### config.mk
export PLATFORM = sky130hd
export DESIGN_NAME = jtag_tap_controller_flat
export DESIGN_NICKNAME = d
export VERILOG_FILES = /design/src/rtl/jtag_pkg.sv /design/src/rtl/jtag_tap_controller_if.sv /design/src/rtl/jtag_tap_fsm.sv /design/src/rtl/jtag_tap_controller.sv /design/src/flat_wrapper.sv
export SDC_FILE = /design/constraint.sdc
export NUM_CORES = 1
export LEC_CHECK = 0
export CORE_UTILIZATION = 61
export DETAILED_ROUTE_END_ITERATION = 10
export GPL_TIMING_DRIVEN = 0
export PLACE_DENSITY = 0.83
export SLEW_MARGIN = 20
export SYNTH_ARGS = -nofsm -noshare
export SYNTH_HDL_FRONTEND = slang
export SYNTH_HIERARCHICAL = 1
export SYNTH_SLANG_ARGS = --single-unit
### constraint.sdc
create_clock -name TCK -period 4.4 [get_ports TCK]
set_input_delay 0.66 -clock TCK [delete_from_list [all_inputs] [get_ports TCK]]
set_output_delay 0.66 -clock TCK [all_outputs]
set_load 0.02 [all_outputs]
### src/rtl/jtag_pkg.sv
// Shared TAP definitions: state encoding, default opcodes, ID register width and
// the state-decode bundle passed from the FSM to the register datapath.
package jtag_pkg;

  localparam int unsigned IDCODE_W     = 32;
  localparam int unsigned DEF_IR_WIDTH = 4;

  localparam logic [IDCODE_W-1:0] DEF_IDCODE = 32'h1000_0001;

  localparam logic [3:0] DEF_OP_EXTEST = 4'b0000;
  localparam logic [3:0] DEF_OP_SAMPLE = 4'b0001;
  localparam logic [3:0] DEF_OP_IDCODE = 4'b0010;
  localparam logic [3:0] DEF_OP_BYPASS = 4'b1111;

  typedef logic [3:0] tap_state_t;

  localparam tap_state_t TLR      = 4'hF;
  localparam tap_state_t RTI      = 4'hC;
  localparam tap_state_t SEL_DR   = 4'h7;
  localparam tap_state_t CAP_DR   = 4'h6;
  localparam tap_state_t SHIFT_DR = 4'h2;
  localparam tap_state_t EXIT1_DR = 4'h1;
  localparam tap_state_t PAUSE_DR = 4'h3;
  localparam tap_state_t EXIT2_DR = 4'h0;
  localparam tap_state_t UPD_DR   = 4'h5;
  localparam tap_state_t SEL_IR   = 4'h4;
  localparam tap_state_t CAP_IR   = 4'hE;
  localparam tap_state_t SHIFT_IR = 4'hA;
  localparam tap_state_t EXIT1_IR = 4'h9;
  localparam tap_state_t PAUSE_IR = 4'hB;
  localparam tap_state_t EXIT2_IR = 4'h8;
  localparam tap_state_t UPD_IR   = 4'hD;

  typedef struct packed {
    logic tlr;
    logic cap_dr;
    logic shift_dr;
    logic upd_dr;
    logic cap_ir;
    logic shift_ir;
    logic upd_ir;
  } tap_dec_t;

endpackage

### src/rtl/jtag_tap_controller_if.sv
// JTAG pin and boundary-scan chain signals; slave is the TAP side, master the
// pins/chain side.
interface jtag_tap_controller_if;

  logic       TMS;
  logic       TDI;
  logic       TDO;
  logic       TDO_en;
  logic       FromBSChain;
  logic       CaptureDR;
  logic       ShiftDR;
  logic       UpdateDR;
  logic       TestMode;
  logic [3:0] TapState;

  modport slave (
    input  TMS, TDI, FromBSChain,
    output TDO, TDO_en, CaptureDR, ShiftDR, UpdateDR, TestMode, TapState
  );

  modport master (
    output TMS, TDI, FromBSChain,
    input  TDO, TDO_en, CaptureDR, ShiftDR, UpdateDR, TestMode, TapState
  );

endinterface

### src/rtl/jtag_tap_fsm.sv
// 16-state TAP sequencer driven by TMS, plus Moore decodes of the state register.
module jtag_tap_fsm
  import jtag_pkg::*;
(
  input  logic       TCK,
  input  logic       TRST,
  input  logic       tms_i,
  output tap_state_t state_o,
  output tap_dec_t   dec_c_o
);

  tap_state_t state_q;
  tap_state_t state_d;

  always_ff @(posedge TCK or negedge TRST) begin
    if (!TRST) begin
      state_q <= TLR;
    end else begin
      state_q <= state_d;
    end
  end

  always_comb begin
    state_d          = state_q;
    dec_c_o          = '0;
    dec_c_o.tlr      = (state_q == TLR);
    dec_c_o.cap_dr   = (state_q == CAP_DR);
    dec_c_o.shift_dr = (state_q == SHIFT_DR);
    dec_c_o.upd_dr   = (state_q == UPD_DR);
    dec_c_o.cap_ir   = (state_q == CAP_IR);
    dec_c_o.shift_ir = (state_q == SHIFT_IR);
    dec_c_o.upd_ir   = (state_q == UPD_IR);
    case (state_q)
      TLR:      state_d = tms_i ? TLR      : RTI;
      RTI:      state_d = tms_i ? SEL_DR   : RTI;
      SEL_DR:   state_d = tms_i ? SEL_IR   : CAP_DR;
      CAP_DR:   state_d = tms_i ? EXIT1_DR : SHIFT_DR;
      SHIFT_DR: state_d = tms_i ? EXIT1_DR : SHIFT_DR;
      EXIT1_DR: state_d = tms_i ? UPD_DR   : PAUSE_DR;
      PAUSE_DR: state_d = tms_i ? EXIT2_DR : PAUSE_DR;
      EXIT2_DR: state_d = tms_i ? UPD_DR   : SHIFT_DR;
      UPD_DR:   state_d = tms_i ? SEL_DR   : RTI;
      SEL_IR:   state_d = tms_i ? TLR      : CAP_IR;
      CAP_IR:   state_d = tms_i ? EXIT1_IR : SHIFT_IR;
      SHIFT_IR: state_d = tms_i ? EXIT1_IR : SHIFT_IR;
      EXIT1_IR: state_d = tms_i ? UPD_IR   : PAUSE_IR;
      PAUSE_IR: state_d = tms_i ? EXIT2_IR : PAUSE_IR;
      EXIT2_IR: state_d = tms_i ? UPD_IR   : SHIFT_IR;
      UPD_IR:   state_d = tms_i ? SEL_DR   : RTI;
      default:  state_d = TLR;
    endcase
  end

  assign state_o = state_q;

endmodule

### src/rtl/jtag_tap_controller.sv
// IEEE 1149.1-style TAP: instruction register, BYPASS/IDCODE data registers,
// boundary-scan chain strobes and the negedge TDO mux.
module jtag_tap_controller
  import jtag_pkg::*;
#(
  parameter int unsigned          IR_WIDTH     = DEF_IR_WIDTH,
  parameter logic [IDCODE_W-1:0]  IDCODE_VALUE = DEF_IDCODE,
  parameter logic [IR_WIDTH-1:0]  OP_EXTEST    = IR_WIDTH'(DEF_OP_EXTEST),
  parameter logic [IR_WIDTH-1:0]  OP_SAMPLE    = IR_WIDTH'(DEF_OP_SAMPLE),
  parameter logic [IR_WIDTH-1:0]  OP_IDCODE    = IR_WIDTH'(DEF_OP_IDCODE),
  parameter logic [IR_WIDTH-1:0]  OP_BYPASS    = IR_WIDTH'(DEF_OP_BYPASS)
) (
  input  logic                  TCK,
  input  logic                  TRST,
  jtag_tap_controller_if.slave  jtag
);

  tap_state_t state;
  tap_dec_t   dec;

  logic [IR_WIDTH-1:0] ir_q, ir_d;
  logic [IR_WIDTH-1:0] ir_sr_q, ir_sr_d;
  logic [IDCODE_W-1:0] id_sr_q, id_sr_d;
  logic                bypass_q, bypass_d;
  logic                tdo_q, tdo_d;
  logic                tdo_en_q, tdo_en_d;
  logic                sel_bs_c, sel_id_c, dr_lsb_c;

  jtag_tap_fsm u_fsm (
    .TCK     (TCK),
    .TRST    (TRST),
    .tms_i   (jtag.TMS),
    .state_o (state),
    .dec_c_o (dec)
  );

  // BYPASS opcode and every undefined opcode fall through to the 1-bit bypass.
  assign sel_bs_c = (ir_q == OP_EXTEST) || (ir_q == OP_SAMPLE);
  assign sel_id_c = (ir_q == OP_IDCODE) && (ir_q != OP_BYPASS);
  assign dr_lsb_c = sel_bs_c ? jtag.FromBSChain : (sel_id_c ? id_sr_q[0] : bypass_q);

  always_comb begin
    ir_d     = ir_q;
    ir_sr_d  = ir_sr_q;
    id_sr_d  = id_sr_q;
    bypass_d = bypass_q;
    if (dec.tlr) begin
      ir_d     = OP_IDCODE;
      id_sr_d  = IDCODE_VALUE;
      bypass_d = 1'b0;
    end
    if (dec.cap_ir)   ir_sr_d = IR_WIDTH'(2'b01);
    if (dec.shift_ir) ir_sr_d = {jtag.TDI, ir_sr_q[IR_WIDTH-1:1]};
    if (dec.upd_ir)   ir_d    = ir_sr_q;
    if (dec.cap_dr) begin
      if (sel_id_c)       id_sr_d  = IDCODE_VALUE;
      else if (!sel_bs_c) bypass_d = 1'b0;
    end
    if (dec.shift_dr) begin
      if (sel_id_c)       id_sr_d  = {jtag.TDI, id_sr_q[IDCODE_W-1:1]};
      else if (!sel_bs_c) bypass_d = jtag.TDI;
    end
  end

  always_ff @(posedge TCK or negedge TRST) begin
    if (!TRST) begin
      ir_q     <= OP_IDCODE;
      ir_sr_q  <= '0;
      id_sr_q  <= IDCODE_VALUE;
      bypass_q <= 1'b0;
    end else begin
      ir_q     <= ir_d;
      ir_sr_q  <= ir_sr_d;
      id_sr_q  <= id_sr_d;
      bypass_q <= bypass_d;
    end
  end

  // TDO launches on the falling edge so the host samples it on the next rise.
  always_comb begin
    tdo_en_d = dec.shift_ir | dec.shift_dr;
    tdo_d    = 1'b0;
    if (dec.shift_ir)      tdo_d = ir_sr_q[0];
    else if (dec.shift_dr) tdo_d = dr_lsb_c;
  end

  always_ff @(negedge TCK or negedge TRST) begin
    if (!TRST) begin
      tdo_q    <= 1'b0;
      tdo_en_q <= 1'b0;
    end else begin
      tdo_q    <= tdo_d;
      tdo_en_q <= tdo_en_d;
    end
  end

  assign jtag.TDO       = tdo_q;
  assign jtag.TDO_en    = tdo_en_q;
  assign jtag.CaptureDR = sel_bs_c & dec.cap_dr;
  assign jtag.ShiftDR   = sel_bs_c & dec.shift_dr;
  assign jtag.UpdateDR  = sel_bs_c & dec.upd_dr;
  assign jtag.TestMode  = (ir_q == OP_EXTEST) & ~dec.tlr;
  assign jtag.TapState  = state;

endmodule
### src/flat_wrapper.sv
// flat-port wrapper written by rule: the top's interface ports become plain ports
module jtag_tap_controller_flat import jtag_pkg::*;
#(
  parameter int unsigned          IR_WIDTH     = DEF_IR_WIDTH,
  parameter logic [IDCODE_W-1:0]  IDCODE_VALUE = DEF_IDCODE,
  parameter logic [IR_WIDTH-1:0]  OP_EXTEST    = IR_WIDTH'(DEF_OP_EXTEST),
  parameter logic [IR_WIDTH-1:0]  OP_SAMPLE    = IR_WIDTH'(DEF_OP_SAMPLE),
  parameter logic [IR_WIDTH-1:0]  OP_IDCODE    = IR_WIDTH'(DEF_OP_IDCODE),
  parameter logic [IR_WIDTH-1:0]  OP_BYPASS    = IR_WIDTH'(DEF_OP_BYPASS)
)
  (TCK, TRST, jtag_TMS, jtag_TDI, jtag_FromBSChain, jtag_TDO, jtag_TDO_en, jtag_CaptureDR, jtag_ShiftDR, jtag_UpdateDR, jtag_TestMode, jtag_TapState);
  jtag_tap_controller_if jtag_i ();
  input  logic TCK;
  input  logic TRST;
  input wire logic [$bits(jtag_i.TMS)-1:0] jtag_TMS;
  input wire logic [$bits(jtag_i.TDI)-1:0] jtag_TDI;
  input wire logic [$bits(jtag_i.FromBSChain)-1:0] jtag_FromBSChain;
  output wire logic [$bits(jtag_i.TDO)-1:0] jtag_TDO;
  output wire logic [$bits(jtag_i.TDO_en)-1:0] jtag_TDO_en;
  output wire logic [$bits(jtag_i.CaptureDR)-1:0] jtag_CaptureDR;
  output wire logic [$bits(jtag_i.ShiftDR)-1:0] jtag_ShiftDR;
  output wire logic [$bits(jtag_i.UpdateDR)-1:0] jtag_UpdateDR;
  output wire logic [$bits(jtag_i.TestMode)-1:0] jtag_TestMode;
  output wire logic [$bits(jtag_i.TapState)-1:0] jtag_TapState;
  assign jtag_i.TMS = jtag_TMS;
  assign jtag_i.TDI = jtag_TDI;
  assign jtag_i.FromBSChain = jtag_FromBSChain;
  assign jtag_TDO = jtag_i.TDO;
  assign jtag_TDO_en = jtag_i.TDO_en;
  assign jtag_CaptureDR = jtag_i.CaptureDR;
  assign jtag_ShiftDR = jtag_i.ShiftDR;
  assign jtag_UpdateDR = jtag_i.UpdateDR;
  assign jtag_TestMode = jtag_i.TestMode;
  assign jtag_TapState = jtag_i.TapState;
  jtag_tap_controller #(.IR_WIDTH(IR_WIDTH), .IDCODE_VALUE(IDCODE_VALUE), .OP_EXTEST(OP_EXTEST), .OP_SAMPLE(OP_SAMPLE), .OP_IDCODE(OP_IDCODE), .OP_BYPASS(OP_BYPASS)) u_core (.TCK(TCK), .TRST(TRST), .jtag(jtag_i));
endmodule
==> summary.md, run 1 <==
After the last flow step, the layout net total stands at 190. At the worst endpoint, the arrival time is 3.54 ns. The final weighted congestion in routability-driven placement came out at 0.807. The area growth from synthesis to layout was 15.1%. In the final layout, the multi-input gates occupy 693 sq um. No sink is reached through more buffers than the 2 on the longest clock path. In this run the tightest slew margin relative to its limit is 57.7%. Fill cells in the final layout number 215.

Number of nets in the synthesized netlist: 168. For the pin with the worst max-slew slack, the measured transition is 0.630 ns. For the residual overflow from global routing, the log shows 0.

For the count of yosys warnings during synthesis, the log shows 6. At the placement stage, the worst setup path has a slack of 0.287 ns. The leading cell type in the layout, fill and taps excluded is sky130_fd_sc_hd__dfrtp_1. After detailed routing, the total wire length is 3.44 mm.

The average via count per standard cell is 5.71, and the ratio of total power to cell area is 590 nW/um^2. The number of buffers and inverters on the critical path came out at 1. Summing over every cut layer, the via total after detailed routing is 1314.

For this run, the slowest stage of the critical path takes 0.60 ns. Clock latency on the worst-skew pair, taken at its later pin, is 0.36 ns. Number of buffers inserted by port buffering: 14.

For this design, the CTS-stage hold fixing added 0 buffers. After detailed routing, the average wire length per cell comes to 15.0 microns. The sequential cell area fraction in the yosys report came out at 59.7%.

The repair_antennas step left the layout with diodes totalling 0. Number of buffers created by CTS: 5. The standard cell core area was 3080 sq um. For the initial antenna violation count, the log shows 0. The die covers 3480 sq um. The library cells used most frequently in the layout, excluding fill and tap cells, are 38 x sky130_fd_sc_hd__dfrtp_1, 31 x sky130_fd_sc_hd__a22o_1, 13 x sky130_fd_sc_hd__clkdlybuf4s50_1, 13 x sky130_fd_sc_hd__nand2_1, 10 x sky130_fd_sc_hd__o21ai_0. Clock-pin slew was measured on the worst setup and hold paths at 0.13 ns. The synthesized netlist occupies a cell area of 1980 sq um. The category of the most critical setup path was flip-flop to output port. Measured along the x axis, the die boundary spans 59.0 microns. Row generation in the floorplan step produced 20 rows. Clock skew on the completed layout was measured at 0.0179 ns.

The tools report the kind of capture point of the worst setup path as an output port. At the worst endpoint, the required time is 3.74 ns. The number of global-route vias before repair is 1310.

Setup slack on the critical path of the routed design comes to 0.195 ns. The dominant cell type by area after synthesis was sky130_fd_sc_hd__dfrtp_1. With fillers left out, the area of the finished cells amounts to 2280 sq um.

The number of pins with negative max-slew slack in the final report was 0. The tools report the detailed-route DRC error count as 0. The final hold violation count is 0. The fraction of final layout cells sized beyond drive strength 1 is 18.3%. The signal on the critical path passes through clkdlybuf4s50_1.

In this run the mean area of a mapped cell was 12.2 sq um. The run gives 230 as the number of cells in the finished layout apart from fillers. The worst-case IR drop observed on VDD is 0.410 mV. Detailed-router iteration count before antenna repair: 4. The most critical setup path has its startpoint at u_core/jtag.TDO_en$_DFF_NN0_. The largest driver fanout on the critical path works out to 1.

The tools report the source of the worst register-to-register timing path as u_core/u_fsm/state_o[1]$_DFF_PN1_. Slowest stage cell on the critical path: sky130_fd_sc_hd__clkdlybuf4s50_1. Once the clock tree was built, the setup fixing pass inserted 0 buffers. The logs give 2200 sq um for the area after detailed placement and 23.6% for the global-route usage over all layers. In this run the count of I/O pins placed on the die edge is 15.

The tightest min-delay check is of the input pin to asynchronous set/reset pin type. Summed over all cells, the static leakage comes to 1.08 nW. TritonCTS built the clock tree. The flow ran to the end, and the final reports show no timing, DRC or antenna violations. The number of cells after detailed placement is 222. Measured along the y axis, the die boundary spans 59.0 microns. Final hold analysis gives a worst-case slack of 0.258 ns. STA classifies the critical path startpoint as a flip-flop. The maximum number of pins on one net before global-route repair is 26.

The detail route stage leaves a number of antenna-violating nets equal to 0. The first global-routing pass estimated 5.97 mm of wire. The design draws 1.35 mW. The run gives 37 as the number of unique standard cell types used by synthesis. Clock tree root buffer cell: sky130_fd_sc_hd__clkbuf_4. The tool flagged a number of max-cap violations equal to 0. The run gives 64.4% as the initial standard-cell utilization of the core. Once detailed placement completed, the half-perimeter wirelength came to 2.53 mm. The number of H-tree levels was 2; the share of the synthesized area in the top cell type was 47.9%. In the post-synthesis netlist, the biggest area contributors are sky130_fd_sc_hd__dfrtp_1 48%, sky130_fd_sc_hd__a22o_1 14%, sky130_fd_sc_hd__dfstp_2 9.3%.

Grouping stages by cell kind, the critical path spends the most delay in buffers and inverters. The tools report the final count of negative-setup-slack endpoints as 0. Setup repair after global routing left no endpoint under its margin. The synthesized design contains 47 register bits. The number of design-rule violations left by the first detailed-router iteration was 38. The logs give 163 for the number of standard cells after synthesis and 47 for the number of sinks handled by clock tree synthesis. Across the whole layout, storage elements account for 1180 sq um.

Post-CTS repair changed the size of 0 cells.
-- where the power goes --
group | total (mW) | switching [mW] | internal (mW) | leakage, nW
logic | 0.477 | 0.253 | 0.224 | 0.409
clock network | 0.251 | 0.132 | 0.120 | 0.0452
registers | 0.618 | 0.0899 | 0.528 | 0.626
total | 1.35 | 0.475 | 0.871 | 1.08
-- cells in the mapped netlist, drive strengths merged --
cell	instances
o21ai	11
clkbuf	2
a2bb2oi	2
a211oi	1
o21a	1
and2	4
a31oi	1
a21oi	2
nor2b	3
nor3	5
mux2	1
dfstp	7
dfrtp	38
or3	1
inv	7
buf	6
nor4b	1
nand2	13
a221o	1
nand3	1
or2b	2
nor2	6
a22o	31
nand2b	6
nor4	1
or2	2
a31o	2
dfrtn	2
and3	1
o221ai	1
a211o	1
-- flip-flops by register name, indices dropped and copies added (netlist names) --
signal,flops
u_core/id_sr_q,32
u_core/ir_q,4
u_core/ir_sr_q,4
u_core/u_fsm/state_o,4
u_core/bypass_q,1
u_core/jtag.TDO,1
u_core/jtag.TDO_en,1
-- metrics by stage --
stage / setup TNS, ns / util, %
finish: 0 / 74.1
global route: 0 / 74.1
CTS: 0 / 74.1
detailed placement: 0 / 71.5
global placement: -0.985 / 70.8
floorplan: 0 / -
-- cells by family after synthesis --
group	count (synthesis)	synth area share, %
AOI/OAI and AO/OA	54	21.5
buffers and inverters	15	5.30
DFF	47	59.7
muxes	1	0.568
and+or+nand+nor	46	12.9
-- routing by layer --
| metal | wire length [microns] | up-vias | GRT usage (%) |
|---|---|---|---|
| met2 | 1690 | 21 | 39.3 |
| met3 | 107 | 10 | 6.11 |
| met5 | 0 | - | 0 |
| li1 | - | 636 | - |
| met4 | 81 | 0 | 10.2 |
| met1 | 1560 | 647 | 29.1 |
-- final timing paths --
| kind | endpoint | slack [ns] | depth (start not counted) |
|---|---|---|---|
| worst max register to register | u_core/jtag.TDO$_DFF_NN0_ | 0.22 | 5 |
| worst min register to register | u_core/id_sr_q[28]$_DFF_PN1_ | 0.48 | 2 |
| min in group TCK | u_core/id_sr_q[28]$_DFF_PN1_ | 0.48 | 2 |
| worst max-delay path | jtag_TDO_en | 0.20 | 1 |
| max in group asynchronous | u_core/jtag.TDO_en$_DFF_NN0_ | 1.52 | 2 |
| worst min-delay path | u_core/id_sr_q[17]$_DFF_PN0_ | 0.26 | 1 |
-- cell type report --
cell class                      instances  share of cell area [%]
Clock buffer                            5                    1.64
Clock inverter                          3                    1.92
Tap cell                               44                    2.41
Sequential cell                        47                    51.9
Buffer                                  8                    3.45
Timing Repair Buffer                   15                    7.13
Inverter                                7                    1.15
Multi-Input combinational cell        101                    30.4
(Power assumes the default switching activity.)
==> run 2, diff against run 1 <==
--- a/config.mk
+++ b/config.mk
@@ -8,6 +8,7 @@
 export CORE_UTILIZATION = 61
 export DETAILED_ROUTE_END_ITERATION = 10
 export GPL_TIMING_DRIVEN = 0
+export MAX_ROUTING_LAYER = met4
 export PLACE_DENSITY = 0.83
 export SLEW_MARGIN = 20
 export SYNTH_ARGS = -nofsm -noshare
==> run 2 against run 1 <==
Critical path depth unchanged. Clock-buffer cell count stayed put. Combinational power about the same. Sequential power about the same. Sequential share of layout area stayed put. Global-route usage is 0.63 points higher. Cell count did not move. Via count unchanged. Worst hold slack about the same.
==> summary.md, run 2 (synthesis results as in run 1) <==
The run gives 3080 sq um (unchanged) as the standard cell core area. The number of buffers inserted by hold repair at cts is 0 (unchanged). The combinational power share was 35.4% (about the same); the largest driver fanout on the critical path was 1 (unchanged).

The setup slack at placement was 0.287 ns (unchanged); the area growth from synthesis to layout was 15.1% (unchanged). The die extent in x came out at 59.0 microns (unchanged). Clock transition at the registers of the reported paths: 0.13 ns (about the same). For the maximum ir drop on the vdd rail, the log shows 0.408 mV (-0.27%). The normalized max-slew margin came out at 57.8% (+0.15 points). The number of ports placed on the die boundary is 15 (unchanged). The run gives 0.197 ns (+0.00124 ns) as the final critical-path setup slack. For the final weighted congestion in routability-driven placement, the log shows 0.819 (+1.5%). The run finished with clean final reports. The number of buffers and inverters on the critical path was 1 (unchanged); the residual overflow from global routing was 0 (unchanged). Total number of vias: 1314 (unchanged). The post-detailed-placement half-perimeter wirelength came out at 2.53 mm (unchanged). The tools report the clock tree root buffer cell as sky130_fd_sc_hd__clkbuf_4. For the switching power of the nets, the log shows 0.476 mW (+0.22%). Initial standard-cell utilization of the core: 64.4% (unchanged). The number of buffers inserted by port buffering came out at 14 (unchanged).

Ranked by flip-flop count, first place goes to u_core/id_sr_q. The largest incremental delay on the critical path was 0.60 ns (about the same). The flip-flop count of the largest register after layout was 32 (unchanged). In this run the worst hold path is classified as input pin to asynchronous set/reset pin. Final hold violation count: 0 (unchanged). The fraction of power spent switching nets was 35.3% (+0.048 points); the ratio of total power to cell area was 590 nW/um^2 (about the same).

The final count of negative-setup-slack endpoints is 0 (unchanged). Number of sinks handled by clock tree synthesis: 47 (unchanged). The full die area came out at 3480 sq um (unchanged). The detailed-router iteration count before antenna repair was 4 (unchanged). Setup repair after global routing left no endpoint under its margin. The number of design-rule violations left by the first detailed-router iteration was 35 (-7.9%). The tools report the met3 layer usage reported by global route as 6.11% (unchanged). The global-route usage over all layers came out at 24.2% (+0.63 points).

Broken down by cell family, the worst path's largest delay share belongs to buffers and inverters. The number of rows in the core area was 20 (unchanged). Walking the worst path, the cells encountered are clkdlybuf4s50_1. For the detailed-route DRC error count, the log shows 0 (unchanged).

The number of H-tree levels was 2 (unchanged); the number of nets in the layout was 190 (unchanged). The fraction of final layout cells sized beyond drive strength 1 works out to 18.3% (unchanged). TritonCTS built the clock tree. The met1 demand-to-capacity share in global routing was 28.8% (-0.30 points). The register-to-register setup slack came out at 0.22 ns (about the same). By startpoint and endpoint, the worst setup path is classified as flip-flop to output port. The transition time at the pin with the least slew margin is 0.628 ns (-0.00221 ns). The final worst hold slack was 0.258 ns (+0.000112 ns).

The final antenna diode count was 0 (unchanged); the critical path required time was 3.74 ns (about the same). Number of setup buffers added after CTS: 0 (unchanged). The logs give 0 (unchanged) for the number of pins with negative max-slew slack in the final report and 0.871 mW (about the same) for the internal portion of total power. The average via count per standard cell was 5.71 (unchanged). The worst register-to-register path begins at u_core/u_fsm/state_o[1]$_DFF_PN1_. For the clock latency on the worst-skew pair, the log shows 0.35 ns (about the same). The run gives 0.0182 ns (+0.000384 ns) as the worst-case clock skew. The met2 track demand over resource was 39.3% (unchanged).

Overall die height: 59.0 microns (unchanged). The worst setup path is captured at an output port. The tools report the clock power share as 18.6% (about the same). The top cell types in the final layout, fill and taps aside, are 38 x sky130_fd_sc_hd__dfrtp_1, 31 x sky130_fd_sc_hd__a22o_1, 13 x sky130_fd_sc_hd__clkdlybuf4s50_1, 13 x sky130_fd_sc_hd__nand2_1, 10 x sky130_fd_sc_hd__o21ai_0. The library cell used most frequently in the layout, excluding fill and tap cells, is sky130_fd_sc_hd__dfrtp_1. The critical path startpoint category was a flip-flop. Final routed wire length divided by cell count: 15.1 microns (+0.70%).

For this design, the slowest cell found on the critical path is sky130_fd_sc_hd__clkdlybuf4s50_1. The static leakage is 1.08 nW (unchanged), and the sequential cell fraction of total power is 45.9% (about the same). The cell count of the worst reg-to-reg path came out at 5 (unchanged). Number of buffers on the longest clock path: 2 (unchanged).

The number of buffers created by CTS was 5 (unchanged); the critical path arrival was 3.54 ns (about the same). Busiest layer in global routing: met2. For the final antenna-violating net count, the log shows 0 (unchanged). The run gives 0 (unchanged) as the initial antenna violation count. The maximum number of pins on one net before global-route repair is 26 (unchanged). In this run the critical register-to-register path is captured at u_core/jtag.TDO$_DFF_NN0_. Final routed wirelength across all metal layers: 3.47 mm (+0.70%). The global-route wire length before repair came out at 5.94 mm (-0.47%). The post-cts sizing count is 0 (unchanged).

The tools report the number of global-route vias before repair as 1315 (+0.38%). Number of max-cap violations: 0 (unchanged).
run 2: cell counts in the layout (fill, tap and decap cells not counted):
No cell type changed its count.
run 2: power groups by stage:
stage,combinational (mW),clock [mW],sequential (mW)
6_report,0.477,0.251,0.618
2_1_floorplan,0.303,0,0.634
5_1_grt,0.522,0.275,0.635
3_3_place_gp,0.456,0,0.617
3_5_place_dp,0.478,0,0.625
4_1_cts,0.481,0.258,0.617
run 2: final cells by class:
class | instances | area, sq um
Clock buffer | 5 | 37.5
Sequential cell | 47 | 1180
Inverter | 7 | 26.3
Clock inverter | 3 | 43.8
Tap cell | 44 | 55.1
Multi-Input combinational cell | 101 | 693
Fill cell | 215 | 796
Buffer | 8 | 78.8
Timing Repair Buffer | 15 | 163
run 2: per-layer routing:
| metal | up-vias | routed length [microns] |
|---|---|---|
| li1 | 634 | - |
| met1 | 647 | 1540 |
| met2 | 23 | 1750 |
| met3 | 10 | 105 |
| met4 | 0 | 75 |
| met5 | - | 0 |
run 2: worst max-delay path by stage:
stage	from	to	cells after the start
global placement	TRST	u_core/jtag.TDO_en$_DFF_NN0_	1
floorplan	u_core/u_fsm/state_o[1]$_DFF_PN1_	u_core/jtag.TDO$_DFF_NN0_	5
CTS	u_core/jtag.TDO_en$_DFF_NN0_	jtag_TDO_en	1
detailed placement	u_core/u_fsm/state_o[1]$_DFF_PN1_	u_core/jtag.TDO$_DFF_NN0_	5
global route	u_core/u_fsm/state_o[1]$_DFF_PN1_	u_core/jtag.TDO$_DFF_NN0_	5
finish	u_core/jtag.TDO_en$_DFF_NN0_	jtag_TDO_en	1
run 2: through the flow:
stage	util (%)	cell area [sq um]	instances	total power, mW	setup TNS [ns]
global placement	70.8	2180	221	1.07	-0.985
floorplan	-	1980	163	0.938	0
global route	74.1	2280	230	1.43	0
detailed placement	71.5	2200	222	1.10	0
CTS	74.1	2280	230	1.36	0
finish	74.1	2280	230	1.35	0
